$ cat src/rtl/spi_flash_cmd_engine_pkg.sv
// Shared definitions for the SPI flash command engine.
//   - opcode constants for the commands the engine is used with
//   - FSM state encoding
//   - expected RDID identification bytes (manufacturer, type, capacity)
package spi_flash_pkg;

  localparam logic [7:0] RDID = 8'h9F;
  localparam logic [7:0] RDSR = 8'h05;
  localparam logic [7:0] WREN = 8'h06;
  localparam logic [7:0] READ = 8'h03;

  localparam logic [7:0] RDID_MFR_ID  = 8'h20;
  localparam logic [7:0] RDID_TYPE_ID = 8'h20;
  localparam logic [7:0] RDID_CAP_ID  = 8'h15;

  typedef enum logic [2:0] {
    ST_IDLE,
    ST_CS_SETUP,
    ST_TX_CMD,
    ST_TX_ADDR,
    ST_RX,
    ST_CS_HOLD
  } state_e;

endpackage

$ cat src/rtl/spi_flash_cmd_engine_if.sv
// Command/response handshake between the control logic and the engine.
//   master : requester (drives start/opcode/addr/addr_en/resp_len)
//   slave  : engine    (drives busy/done/rx_byte/rx_valid/resp_data)
// resp_data byte k (k-th received) sits at [8k+7:8k].
interface spi_flash_cmd_engine_if #(
  parameter int MAX_RESP = 4,
  parameter int LEN_W    = 3
);
  logic                  start;
  logic [7:0]            opcode;
  logic [23:0]           addr;
  logic                  addr_en;
  logic [LEN_W-1:0]      resp_len;
  logic                  busy;
  logic                  done;
  logic [7:0]            rx_byte;
  logic                  rx_valid;
  logic [8*MAX_RESP-1:0] resp_data;

  modport master (
    output start, opcode, addr, addr_en, resp_len,
    input  busy, done, rx_byte, rx_valid, resp_data
  );

  modport slave (
    input  start, opcode, addr, addr_en, resp_len,
    output busy, done, rx_byte, rx_valid, resp_data
  );
endinterface

$ cat src/rtl/spi_flash_cmd_engine_clk_gen.sv
// Half-period timer for the SPI serial clock.
//   CCLK, reset_n : system clock, async active-low reset
//   en            : count only while a transaction is in flight (outside IDLE)
//   run           : SPICLK toggles on half ticks (shift phases only)
//   half_tick     : end of any CLK_DIV-cycle half period
//   rise_tick     : half tick that should drive SPICLK high
//   fall_tick     : half tick that should drive SPICLK low
// During chip-select setup/hold run=0, so half periods elapse with SPICLK
// held low and the phase stays aligned to "next tick is a rise".
module spi_clk_gen #(
  parameter int CLK_DIV = 4
) (
  input  logic CCLK,
  input  logic reset_n,
  input  logic en,
  input  logic run,
  output logic half_tick,
  output logic rise_tick,
  output logic fall_tick
);

  localparam int CW = (CLK_DIV > 1) ? $clog2(CLK_DIV) : 1;

  logic [CW-1:0] cnt_q, cnt_d;
  logic          ph_q, ph_d;

  assign half_tick = en && (cnt_q == CW'(CLK_DIV - 1));
  assign rise_tick = half_tick && run && !ph_q;
  assign fall_tick = half_tick && run &&  ph_q;

  always_comb begin
    cnt_d = cnt_q;
    ph_d  = ph_q;
    if (!en) begin
      cnt_d = '0;
      ph_d  = 1'b0;
    end else if (half_tick) begin
      cnt_d = '0;
      if (run) ph_d = !ph_q;
    end else begin
      cnt_d = cnt_q + CW'(1);
    end
  end

  always_ff @(posedge CCLK or negedge reset_n) begin
    if (!reset_n) begin
      cnt_q <= '0;
      ph_q  <= 1'b0;
    end else begin
      cnt_q <= cnt_d;
      ph_q  <= ph_d;
    end
  end

endmodule

$ cat src/rtl/spi_flash_cmd_engine.sv
// SPI mode-0 master command engine for the serial flash.
// Sends a 1-byte opcode, optionally a 24-bit address (MSB first), then reads
// 0..MAX_RESP response bytes, streaming each byte and packing them.
//   CCLK, reset_n : system clock, async active-low reset
//   cmd           : command handshake (slave side)
//   SPICLK        : serial clock, idles low
//   SPIMOSI       : serial data out, MSB first
//   SPISF         : chip select, active low
//   SPIMISO       : serial data in, sampled on the edge that raises SPICLK
module spi_flash_cmd_engine
  import spi_flash_pkg::*;
#(
  parameter int CLK_DIV  = 4,
  parameter int MAX_RESP = 4,
  parameter int LEN_W    = 3
) (
  input  logic                   CCLK,
  input  logic                   reset_n,
  spi_flash_cmd_engine_if.slave  cmd,
  output logic                   SPICLK,
  output logic                   SPIMOSI,
  output logic                   SPISF,
  input  logic                   SPIMISO
);

  // Byte counter also walks the 3 address bytes, so it needs at least 2 bits.
  localparam int BC_W = (LEN_W < 2) ? 2 : LEN_W;
  localparam int RW   = 8 * MAX_RESP;

  state_e            state_q, state_d;
  logic              sclk_q, sclk_d;
  logic              mosi_q, mosi_d;
  logic              ss_q, ss_d;
  logic              done_q, done_d;
  logic              rxv_q, rxv_d;
  logic [7:0]        rx_byte_q, rx_byte_d;
  logic [RW-1:0]     resp_q, resp_d;
  logic [30:0]       tx_sr_q, tx_sr_d;   // bits still to send after the one on MOSI
  logic [6:0]        rx_sr_q, rx_sr_d;
  logic [2:0]        bit_q, bit_d;
  logic [BC_W-1:0]   byte_q, byte_d;
  logic [LEN_W-1:0]  len_q, len_d;
  logic              ae_q, ae_d;

  logic              half_tick, rise_tick, fall_tick;
  logic              run;
  logic [LEN_W-1:0]  len_clamped;
  state_e            after_tx;

  assign run = (state_q == ST_TX_CMD) || (state_q == ST_TX_ADDR) || (state_q == ST_RX);

  spi_clk_gen #(.CLK_DIV(CLK_DIV)) u_clk_gen (
    .CCLK      (CCLK),
    .reset_n   (reset_n),
    .en        (state_q != ST_IDLE),
    .run       (run),
    .half_tick (half_tick),
    .rise_tick (rise_tick),
    .fall_tick (fall_tick)
  );

  assign len_clamped = (cmd.resp_len > LEN_W'(MAX_RESP)) ? LEN_W'(MAX_RESP) : cmd.resp_len;
  assign after_tx    = (len_q != '0) ? ST_RX : ST_CS_HOLD;

  always_comb begin
    state_d   = state_q;
    sclk_d    = sclk_q;
    mosi_d    = mosi_q;
    ss_d      = ss_q;
    done_d    = 1'b0;
    rxv_d     = 1'b0;
    rx_byte_d = rx_byte_q;
    resp_d    = resp_q;
    tx_sr_d   = tx_sr_q;
    rx_sr_d   = rx_sr_q;
    bit_d     = bit_q;
    byte_d    = byte_q;
    len_d     = len_q;
    ae_d      = ae_q;

    unique case (state_q)
      ST_IDLE: begin
        // done_q blocks a start in the done cycle itself, so the deselect
        // lasts at least one cycle plus the preceding hold half period.
        if (cmd.start && !done_q) begin
          state_d = ST_CS_SETUP;
          ss_d    = 1'b0;
          mosi_d  = cmd.opcode[7];
          tx_sr_d = {cmd.opcode[6:0], cmd.addr};
          ae_d    = cmd.addr_en;
          len_d   = len_clamped;
          resp_d  = '0;
          bit_d   = '0;
          byte_d  = '0;
        end
      end

      ST_CS_SETUP: begin
        if (half_tick) state_d = ST_TX_CMD;
      end

      ST_TX_CMD, ST_TX_ADDR, ST_RX: begin
        if (rise_tick) begin
          sclk_d = 1'b1;
          if (state_q == ST_RX) begin
            rx_sr_d = {rx_sr_q[5:0], SPIMISO};
            if (bit_q == 3'd7) begin
              rx_byte_d = {rx_sr_q, SPIMISO};
              rxv_d     = 1'b1;
              for (int k = 0; k < MAX_RESP; k++) begin
                if (byte_q == BC_W'(k)) resp_d[8*k +: 8] = {rx_sr_q, SPIMISO};
              end
            end
          end
        end
        if (fall_tick) begin
          sclk_d  = 1'b0;
          bit_d   = bit_q + 3'd1;
          tx_sr_d = {tx_sr_q[29:0], 1'b0};
          if (bit_q == 3'd7) begin
            byte_d = byte_q + BC_W'(1);
            unique case (state_q)
              ST_TX_CMD: begin
                byte_d  = '0;
                state_d = ae_q ? ST_TX_ADDR : after_tx;
              end
              ST_TX_ADDR: begin
                if (byte_q == BC_W'(2)) begin
                  byte_d  = '0;
                  state_d = after_tx;
                end
              end
              default: begin
                if (byte_q == BC_W'(len_q) - BC_W'(1)) state_d = ST_CS_HOLD;
              end
            endcase
          end
          // Next bit goes out with the falling edge; MOSI rests low otherwise.
          mosi_d = ((state_d == ST_TX_CMD) || (state_d == ST_TX_ADDR)) ? tx_sr_q[30] : 1'b0;
        end
      end

      ST_CS_HOLD: begin
        if (half_tick) begin
          state_d = ST_IDLE;
          ss_d    = 1'b1;
          done_d  = 1'b1;
        end
      end

      default: state_d = ST_IDLE;
    endcase
  end

  always_ff @(posedge CCLK or negedge reset_n) begin
    if (!reset_n) begin
      state_q   <= ST_IDLE;
      sclk_q    <= 1'b0;
      mosi_q    <= 1'b0;
      ss_q      <= 1'b1;
      done_q    <= 1'b0;
      rxv_q     <= 1'b0;
      rx_byte_q <= '0;
      resp_q    <= '0;
      tx_sr_q   <= '0;
      rx_sr_q   <= '0;
      bit_q     <= '0;
      byte_q    <= '0;
      len_q     <= '0;
      ae_q      <= 1'b0;
    end else begin
      state_q   <= state_d;
      sclk_q    <= sclk_d;
      mosi_q    <= mosi_d;
      ss_q      <= ss_d;
      done_q    <= done_d;
      rxv_q     <= rxv_d;
      rx_byte_q <= rx_byte_d;
      resp_q    <= resp_d;
      tx_sr_q   <= tx_sr_d;
      rx_sr_q   <= rx_sr_d;
      bit_q     <= bit_d;
      byte_q    <= byte_d;
      len_q     <= len_d;
      ae_q      <= ae_d;
    end
  end

  assign cmd.busy      = (state_q != ST_IDLE) || done_q;
  assign cmd.done      = done_q;
  assign cmd.rx_byte   = rx_byte_q;
  assign cmd.rx_valid  = rxv_q;
  assign cmd.resp_data = resp_q;
  assign SPICLK        = sclk_q;
  assign SPIMOSI       = mosi_q;
  assign SPISF         = ss_q;

endmodule
$ cat src/flat_wrapper.sv
// flat-port wrapper written by rule: the top's interface ports become plain ports
module spi_flash_cmd_engine_flat import spi_flash_pkg::*;
#(
  parameter int CLK_DIV  = 4,
  parameter int MAX_RESP = 4,
  parameter int LEN_W    = 3
)
  (CCLK, reset_n, SPICLK, SPIMOSI, SPISF, SPIMISO, cmd_start, cmd_opcode, cmd_addr, cmd_addr_en, cmd_resp_len, cmd_busy, cmd_done, cmd_rx_byte, cmd_rx_valid, cmd_resp_data);
  spi_flash_cmd_engine_if #(.MAX_RESP(MAX_RESP), .LEN_W(LEN_W)) cmd_i ();
  input  logic CCLK;
  input  logic reset_n;
  output logic SPICLK;
  output logic SPIMOSI;
  output logic SPISF;
  input  logic SPIMISO;
  input wire logic [$bits(cmd_i.start)-1:0] cmd_start;
  input wire logic [$bits(cmd_i.opcode)-1:0] cmd_opcode;
  input wire logic [$bits(cmd_i.addr)-1:0] cmd_addr;
  input wire logic [$bits(cmd_i.addr_en)-1:0] cmd_addr_en;
  input wire logic [$bits(cmd_i.resp_len)-1:0] cmd_resp_len;
  output wire logic [$bits(cmd_i.busy)-1:0] cmd_busy;
  output wire logic [$bits(cmd_i.done)-1:0] cmd_done;
  output wire logic [$bits(cmd_i.rx_byte)-1:0] cmd_rx_byte;
  output wire logic [$bits(cmd_i.rx_valid)-1:0] cmd_rx_valid;
  output wire logic [$bits(cmd_i.resp_data)-1:0] cmd_resp_data;
  assign cmd_i.start = cmd_start;
  assign cmd_i.opcode = cmd_opcode;
  assign cmd_i.addr = cmd_addr;
  assign cmd_i.addr_en = cmd_addr_en;
  assign cmd_i.resp_len = cmd_resp_len;
  assign cmd_busy = cmd_i.busy;
  assign cmd_done = cmd_i.done;
  assign cmd_rx_byte = cmd_i.rx_byte;
  assign cmd_rx_valid = cmd_i.rx_valid;
  assign cmd_resp_data = cmd_i.resp_data;
  spi_flash_cmd_engine #(.CLK_DIV(CLK_DIV), .MAX_RESP(MAX_RESP), .LEN_W(LEN_W)) u_core (.CCLK(CCLK), .reset_n(reset_n), .cmd(cmd_i), .SPICLK(SPICLK), .SPIMOSI(SPIMOSI), .SPISF(SPISF), .SPIMISO(SPIMISO));
endmodule
$ cat config.mk
export PLATFORM = sky130hd
export DESIGN_NAME = spi_flash_cmd_engine_flat
export DESIGN_NICKNAME = d
export VERILOG_FILES = /design/src/rtl/spi_flash_cmd_engine_pkg.sv /design/src/rtl/spi_flash_cmd_engine_if.sv /design/src/rtl/spi_flash_cmd_engine_clk_gen.sv /design/src/rtl/spi_flash_cmd_engine.sv /design/src/flat_wrapper.sv
export SDC_FILE = /design/constraint.sdc
export NUM_CORES = 1
export LEC_CHECK = 0
export ABC_AREA = 1
export BUFFER_PORTS_ARGS = -buffer_cell sky130_fd_sc_hd__buf_2
export CORE_MARGIN = 2
export CORE_UTILIZATION = 55
export CTS_CLUSTER_DIAMETER = 40
export DETAILED_ROUTE_END_ITERATION = 8
export PLACE_DENSITY = 0.9
export SKIP_CTS_REPAIR_TIMING = 1
export SLEW_MARGIN = 5
export SYNTH_ARGS = -nofsm -noshare
export SYNTH_HDL_FRONTEND = slang
export SYNTH_SLANG_ARGS = --single-unit
export TNS_END_PERCENT = 30
$ cat constraint.sdc
create_clock -name CCLK -period 2 [get_ports CCLK]
set_input_delay 0.4 -clock CCLK [delete_from_list [all_inputs] [get_ports CCLK]]
set_output_delay 0.4 -clock CCLK [all_outputs]
set_load 0.1 [all_outputs]
==> results of run 1 <==
-- critical path: cells and delay by family, from the launching register on --
family	cells	cell delay, ns
AND/OR/NAND/NOR	3	0.51
flip-flops	1	0.44
buffers and inverters	1	0.18
-- cells in the mapped netlist (2+ instances only) --
cell type / count / area [um^2]
a21oi_1: 9 / 45.0
a22o_1: 3 / 26.3
a31oi_1: 30 / 188
buf_2: 4 / 20.0
buf_4: 3 / 22.5
buf_6: 5 / 56.3
clkbuf_1: 8 / 30.0
dfrtp_1: 98 / 2450
ha_1: 10 / 125
inv_1: 28 / 105
inv_2: 4 / 15.0
nand2_1: 157 / 589
nand2_2: 4 / 25.0
nand2_4: 4 / 45.0
nand3_1: 5 / 25.0
nand3_4: 2 / 35.0
nor2_1: 45 / 169
o21ai_0: 19 / 95.1
o21ai_1: 27 / 135
o21ai_2: 9 / 78.8
o22ai_1: 2 / 12.5
-- logic make-up (layout without fill, tap and decap cells) --
logic type | count (synthesis) | in the layout
simple gates | 224 | 224
xor+xnor | 1 | 1
fa+ha+maj | 10 | 10
flops | 99 | 99
compound gates | 103 | 103
buf+inv | 53 | 145
mux | 1 | 1
-- sequential cells by signal (all words and copies together), names as in the netlist, 2 cells and up --
signal                  flops
u_core.cmd.resp_data       32
u_core.tx_sr_q             31
u_core.cmd.rx_byte          8
u_core.rx_sr_q              7
u_core.bit_q                3
u_core.byte_q               3
u_core.len_q                3
u_core.state_q              3
u_core.u_clk_gen.cnt_q      2
-- power by group through the flow --
stage	Clock, mW	Sequential (mW)	Combinational (mW)
floorplan	0	2.07	0.0410
global placement	0	2.06	0.144
detailed placement	0	2.06	0.151
CTS	1.39	2.02	0.151
global route	1.49	2.02	0.170
finish	1.37	2.02	0.149
-- metal layers --
metal / wire, um / vias up / share of wire, % / track usage, %
met1: 4230 / 1724 / 44 / 31.8
met5: 0 / - / 0 / 0
li1: - / 1785 / - / -
met2: 4780 / 129 / 49 / 36.8
met3: 530 / 20 / 5.5 / 4.17
met4: 163 / 0 / 1.7 / 10.1
-- cell type report --
class,count,share of cell area [%]
Inverter,33,2.50
Multi-Input combinational cell,339,33.0
Sequential cell,99,47.2
Clock buffer,9,2.36
Clock inverter,7,1.74
Timing Repair Buffer,96,10.8
Tap cell,102,2.43
-- layout by cell type (no fill, tap or decap), types with 2 or more instances in the layout --
cell        n
nand2_1   156
dfrtp_1    96
buf_2      83
nor2_1     44
a31oi_1    30
inv_1      28
o21ai_1    27
o21ai_0    19
a21oi_1     9
ha_1        9
clkbuf_8    9
o21ai_2     8
buf_4       8
nand2_2     5
nand3_1     5
inv_2       4
nand2_4     4
buf_12      4
a22o_1      3
inv_6       3
nor2_2      2
nand3_4     2
inv_8       2
o22ai_1     2
dfrtp_2     2
-- metrics by stage --
stage	area (um^2)	utilization (%)	setup TNS [ns]	power, mW	cells
finish	5260	67.7	0	3.55	685
global route	5260	67.7	0	3.68	685
CTS	5230	67.3	-0.0552	3.56	684
detailed placement	5010	64.5	0	2.21	668
global placement	5010	64.5	0	2.21	668
floorplan	4450	-	0	2.11	491
-- path summary, 6_finish.rpt --
kind | end | slack [ns] | cells past startpoint
max reg2reg | u_core.tx_sr_q[7] | 0.10 | 11
min | u_core.len_q[2] | 0.001 | 1
max | cmd_busy | 0.09 | 4
max in group asynchronous | u_core.cmd.rx_byte[0] | 1.40 | 2
min reg2reg | u_core.u_clk_gen.cnt_q[0] | 0.46 | 1
min in group CCLK | u_core.ae_q | 0.23 | 3
==> impl_metrics.py, run 1 <==
metrics = {
    "synthesis": {
        "synth_fa_ha_area_share_pct": 2.81,
        "synth-xor-area-share_pct": 0.197,
        "synth_top_family_by_area": "simple AND/OR/NAND/NOR gates",
        "async_flop_share_pct": 100,
        "avgSynthCellArea_um2": 9.06,
        "synth_cell_types": 36,
        "netlist_instances": 491,
        "syn_area_mm2": 0.00445,
        "synth.mux.area_fraction_pct": 0.225,
        "synth_compound_area_share_pct": 13.8,
        "syn_nets": 541,
        "synthSimpleGateAreaFrac_pct": 21.6,
        "ys.flop_type": "dfrtp_1",
        "ys_seq_area_share_pct": 55.7,
        "synth_edf_count": 0,
        "ys_warn_count": 0,
        "synth.ff_latch_count": 99,
    },
    "critical_path": {
        "worstSetupPathType": "reg -> out",
        "crit_fanout": 5,
        "worstSetupStartpointType": "flop",
        "crit_slowest_cell": "dfrtp_1",
        "worst_ep_arrival_time_ns": 1.51,
        "worstPathCellList": "nor2_2 > nand2_2 > or2_4 > buf_6",
        "r2r-start": "u_core.state_q[0]",
        "crit_start": "u_core.state_q[0]",
        "cp_slowest_stage_delay_ns": 0.44,
        "required_ns": 1.60,
        "worstSetupEndpointType": "output pin",
    },
    "finish": {
        "fillers": 589,
        "antennaDiodeCount": 0,
        "nets": 628,
        "drive_above_1_share_pct": 25.2,
        "final-seq-area_mm2": 0.00248,
        "area_growth_pct": 18.1,
        "multi_input_area_mm2": 0.00173,
    },
    "outcome": {
        "outcome": "finished, final reports clean",
    },
    "floorplanning": {
        "ioPinCount": 86,
        "start_util_pct": 57.3,
        "row_count": 32,
        "core_mm2": 0.00777,
        "die-height_um": 93.9,
        "fp.dieArea_mm2": 0.00882,
        "die_w_um": 93.9,
    },
    "timing": {
        "tightest_slew_ns": 0.539,
        "finClkSkew_ns": 0.0146,
        "relSlewSlack_pct": 64.1,
        "finalHoldViolCount": 0,
        "setup_viol": 0,
        "rsz0062_at_grt": "no",
        "fmax_mhz": 523,
        "timing.hold.ws_ns": 0.00108,
        "period_needed_ns": 1.91,
        "period_share_pct": 95.6,
        "worst_slack_ns": 0.0872,
        "drv_slew": 0,
    },
    "clocking": {
        "cts_buffer_depth": 2,
        "clockRootBuffer": "clkbuf_8",
        "clock-sinks": 99,
        "cts.clk_slew.worst_paths_ns": 0.11,
        "clkLatencyLatePin_ns": 0.37,
        "cts_buffers": 9,
        "htree_num_levels": 3,
        "cts_tree": "built",
    },
    "power_and_ir_drop": {
        "seqPwrFrac_pct": 57.1,
        "switchingPower_mw": 0.867,
        "comb_power_share_pct": 4.2,
        "clockPowerShare_pct": 38.8,
        "internal-power_mw": 2.68,
        "ir_drop_uv": 446,
        "power_density_mw_per_mm2": 675,
        "switching_share_pct": 24.5,
        "leakage_nw": 2.77,
    },
    "grt": {
        "grt_max_degree": 41,
        "first_global_vias": 3551,
        "grt_pass1_wl_um": 16200,
        "globalRouteOverflowTotal": 0,
        "track_usage_pct": 23.3,
        "antenna_found_initial": 0,
    },
    "route": {
        "via_count": 3658,
        "routed_wirelength_um": 9700,
        "vias_per_cell": 5.34,
        "postRouteAntennaNets": 0,
        "drtIter0Drc": 215,
        "drt_first_pass_iters": 5,
        "avgRoutedWirePerCell_um": 14.2,
        "drcViolationCount": 0,
    },
    "placed_design": {
        "dpl.hpwl_um": 7060,
        "pre_cts_slack_ns": 0.0639,
        "io_buffers": 85,
        "finalWeightedCongestion": 0.899,
    },
    "hold_path": {
        "hp-class": "in -> async",
    },
    "job": {
        "drv_cap": 0,
    },
}
No activity file was read; power rests on OpenSTA's default activity.
==> inputs of run 2 (changes only) <==
--- a/config.mk
+++ b/config.mk
@@ -9,6 +9,7 @@
 export BUFFER_PORTS_ARGS = -buffer_cell sky130_fd_sc_hd__buf_2
 export CORE_MARGIN = 2
 export CORE_UTILIZATION = 55
+export CTS_BUF_LIST = sky130_fd_sc_hd__clkbuf_16
 export CTS_CLUSTER_DIAMETER = 40
 export DETAILED_ROUTE_END_ITERATION = 8
 export PLACE_DENSITY = 0.9
==> impl_metrics.py, run 2 (synthesis results as in run 1) <==
metrics = {
    "outcome": {
        "outcome": "finished, final reports clean",
    },
    "job": {
        "drv_cap": 0,
    },
    "critical_path": {
        "r2r_setup_slack_ns": 0.11,
        "r2r-start": "u_core.state_q[0]",
        "worst_ep_arrival_time_ns": 1.51,
        "worstSetupEndpointType": "output pin",
        "timing.rr.end": "u_core.tx_sr_q[7]",
        "crit_slowest_cell": "dfrtp_1",
        "worstPathCellList": "nor2_2 > nand2_2 > or2_4 > buf_4",
        "ff2ff_path_depth": 11,
        "critPathTopFamily": "simple AND/OR/NAND/NOR gates",
        "worstSetupPathType": "reg -> out",
        "path_buf_inv": 1,
        "worstSetupStartpointType": "flop",
        "crit_fanout": 5,
        "cp_slowest_stage_delay_ns": 0.43,
        "required_ns": 1.60,
    },
    "route": {
        "drt_first_pass_iters": 5,
        "postRouteAntennaNets": 0,
        "avgRoutedWirePerCell_um": 14.5,
        "drtIter0Drc": 200,
        "drcViolationCount": 0,
        "vias_per_cell": 5.36,
        "via_count": 3682,
        "routed_wirelength_um": 9930,
    },
    "power_and_ir_drop": {
        "ir_drop_uv": 544,
        "leakage_nw": 2.83,
        "total_power_mw": 3.98,
        "power_density_mw_per_mm2": 742,
    },
    "clocking": {
        "cts_buffer_depth": 2,
        "clkLatencyLatePin_ns": 0.34,
        "cts.clk_slew.worst_paths_ns": 0.07,
        "cts_tree": "built",
        "clockRootBuffer": "clkbuf_16",
        "htree_num_levels": 3,
        "clock-sinks": 99,
        "cts_buffers": 9,
    },
    "finish": {
        "final_common_cell": "nand2_1",
        "area_growth_pct": 20.6,
        "multi_input_area_mm2": 0.00173,
        "fillers": 565,
        "final-seq-area_mm2": 0.00248,
        "drive_above_1_share_pct": 25.5,
        "antennaDiodeCount": 0,
        "layout_common_cells": "nand2_1, dfrtp_1, buf_2, nor2_1, a31oi_1",
        "largest_reg_flops": 32,
        "nets": 630,
        "final_cell_area_mm2": 0.00537,
    },
    "grt": {
        "grt_pass1_wl_um": 16700,
        "first_global_vias": 3553,
        "grt_max_degree": 41,
        "antenna_found_initial": 0,
        "globalRouteOverflowTotal": 0,
        "track_usage_pct": 24.1,
    },
    "hold_path": {
        "hp-class": "in -> async",
    },
    "floorplanning": {
        "start_util_pct": 57.3,
        "die_w_um": 93.9,
        "die-height_um": 93.9,
        "core_mm2": 0.00777,
        "fp.dieArea_mm2": 0.00882,
        "ioPinCount": 86,
        "row_count": 32,
    },
    "placed_design": {
        "finalWeightedCongestion": 0.899,
        "placed_area_mm2": 0.00501,
        "dpl.hpwl_um": 7060,
        "io_buffers": 85,
    },
    "timing": {
        "setup_viol": 0,
        "relSlewSlack_pct": 63.8,
        "period_share_pct": 95.7,
        "fmax_mhz": 523,
        "finClkSkew_ns": 0.00935,
        "period_needed_ns": 1.91,
        "tightest_slew_ns": 0.543,
        "drv_slew": 0,
        "finalHoldViolCount": 0,
        "finalSetupTns_ns": 0,
    },
}
-- run 2: report_power, final --
group	total [mW]	internal, mW	switching (mW)
sequential	2.02	2.01	0.00892
clock	1.81	1.00	0.809
combinational	0.149	0.0526	0.0959
total	3.98	3.07	0.914
-- run 2: area by class of cell --
| class | count | area share, % |
|---|---|---|
| Clock inverter | 7 | 1.70 |
| Inverter | 33 | 2.45 |
| Sequential cell | 99 | 46.2 |
| Clock buffer | 9 | 4.20 |
| Multi-Input combinational cell | 339 | 32.3 |
| Tap cell | 102 | 2.38 |
| Timing Repair Buffer | 98 | 10.8 |
-- run 2: worst max-delay path by stage --
stage                                 start            endpoint  slack, ns  cells after the start
after global placement    u_core.state_q[0]   u_core.tx_sr_q[5]       0.19                     11
after floorplan             u_core.cmd.done     u_core.len_q[0]       0.03                      6
after global routing      u_core.state_q[2]  u_core.tx_sr_q[28]      -0.01                     11
after detailed placement  u_core.state_q[0]   u_core.tx_sr_q[7]       0.06                     11
after CTS                 u_core.state_q[1]            cmd_busy      -0.02                      4
final                     u_core.state_q[0]            cmd_busy       0.09                      4
-- run 2: per-layer routing --
metal  part of all wire (%)  track usage [%]  vias up
li1                       -                -     1785
met1                     43             33.1     1743
met2                     50             38.6      139
met3                    5.7             3.61       15
met4                    1.6             9.66        0
met5                      0                0        -
-- run 2: stage by stage --
| stage | cells | utilization, % | hold WS (ns) | setup slack [ns] |
|---|---|---|---|---|
| after floorplan | 491 | - | 0.104 | 0.0345 |
| after global placement | 668 | 64.5 | 0.415 | 0.191 |
| after global routing | 687 | 69.1 | 0.0923 | -0.0145 |
| after CTS | 684 | 68.6 | 0.0588 | -0.0161 |
| final | 687 | 69.1 | 0.0376 | 0.0865 |
| after detailed placement | 668 | 64.5 | 0.418 | 0.0639 |
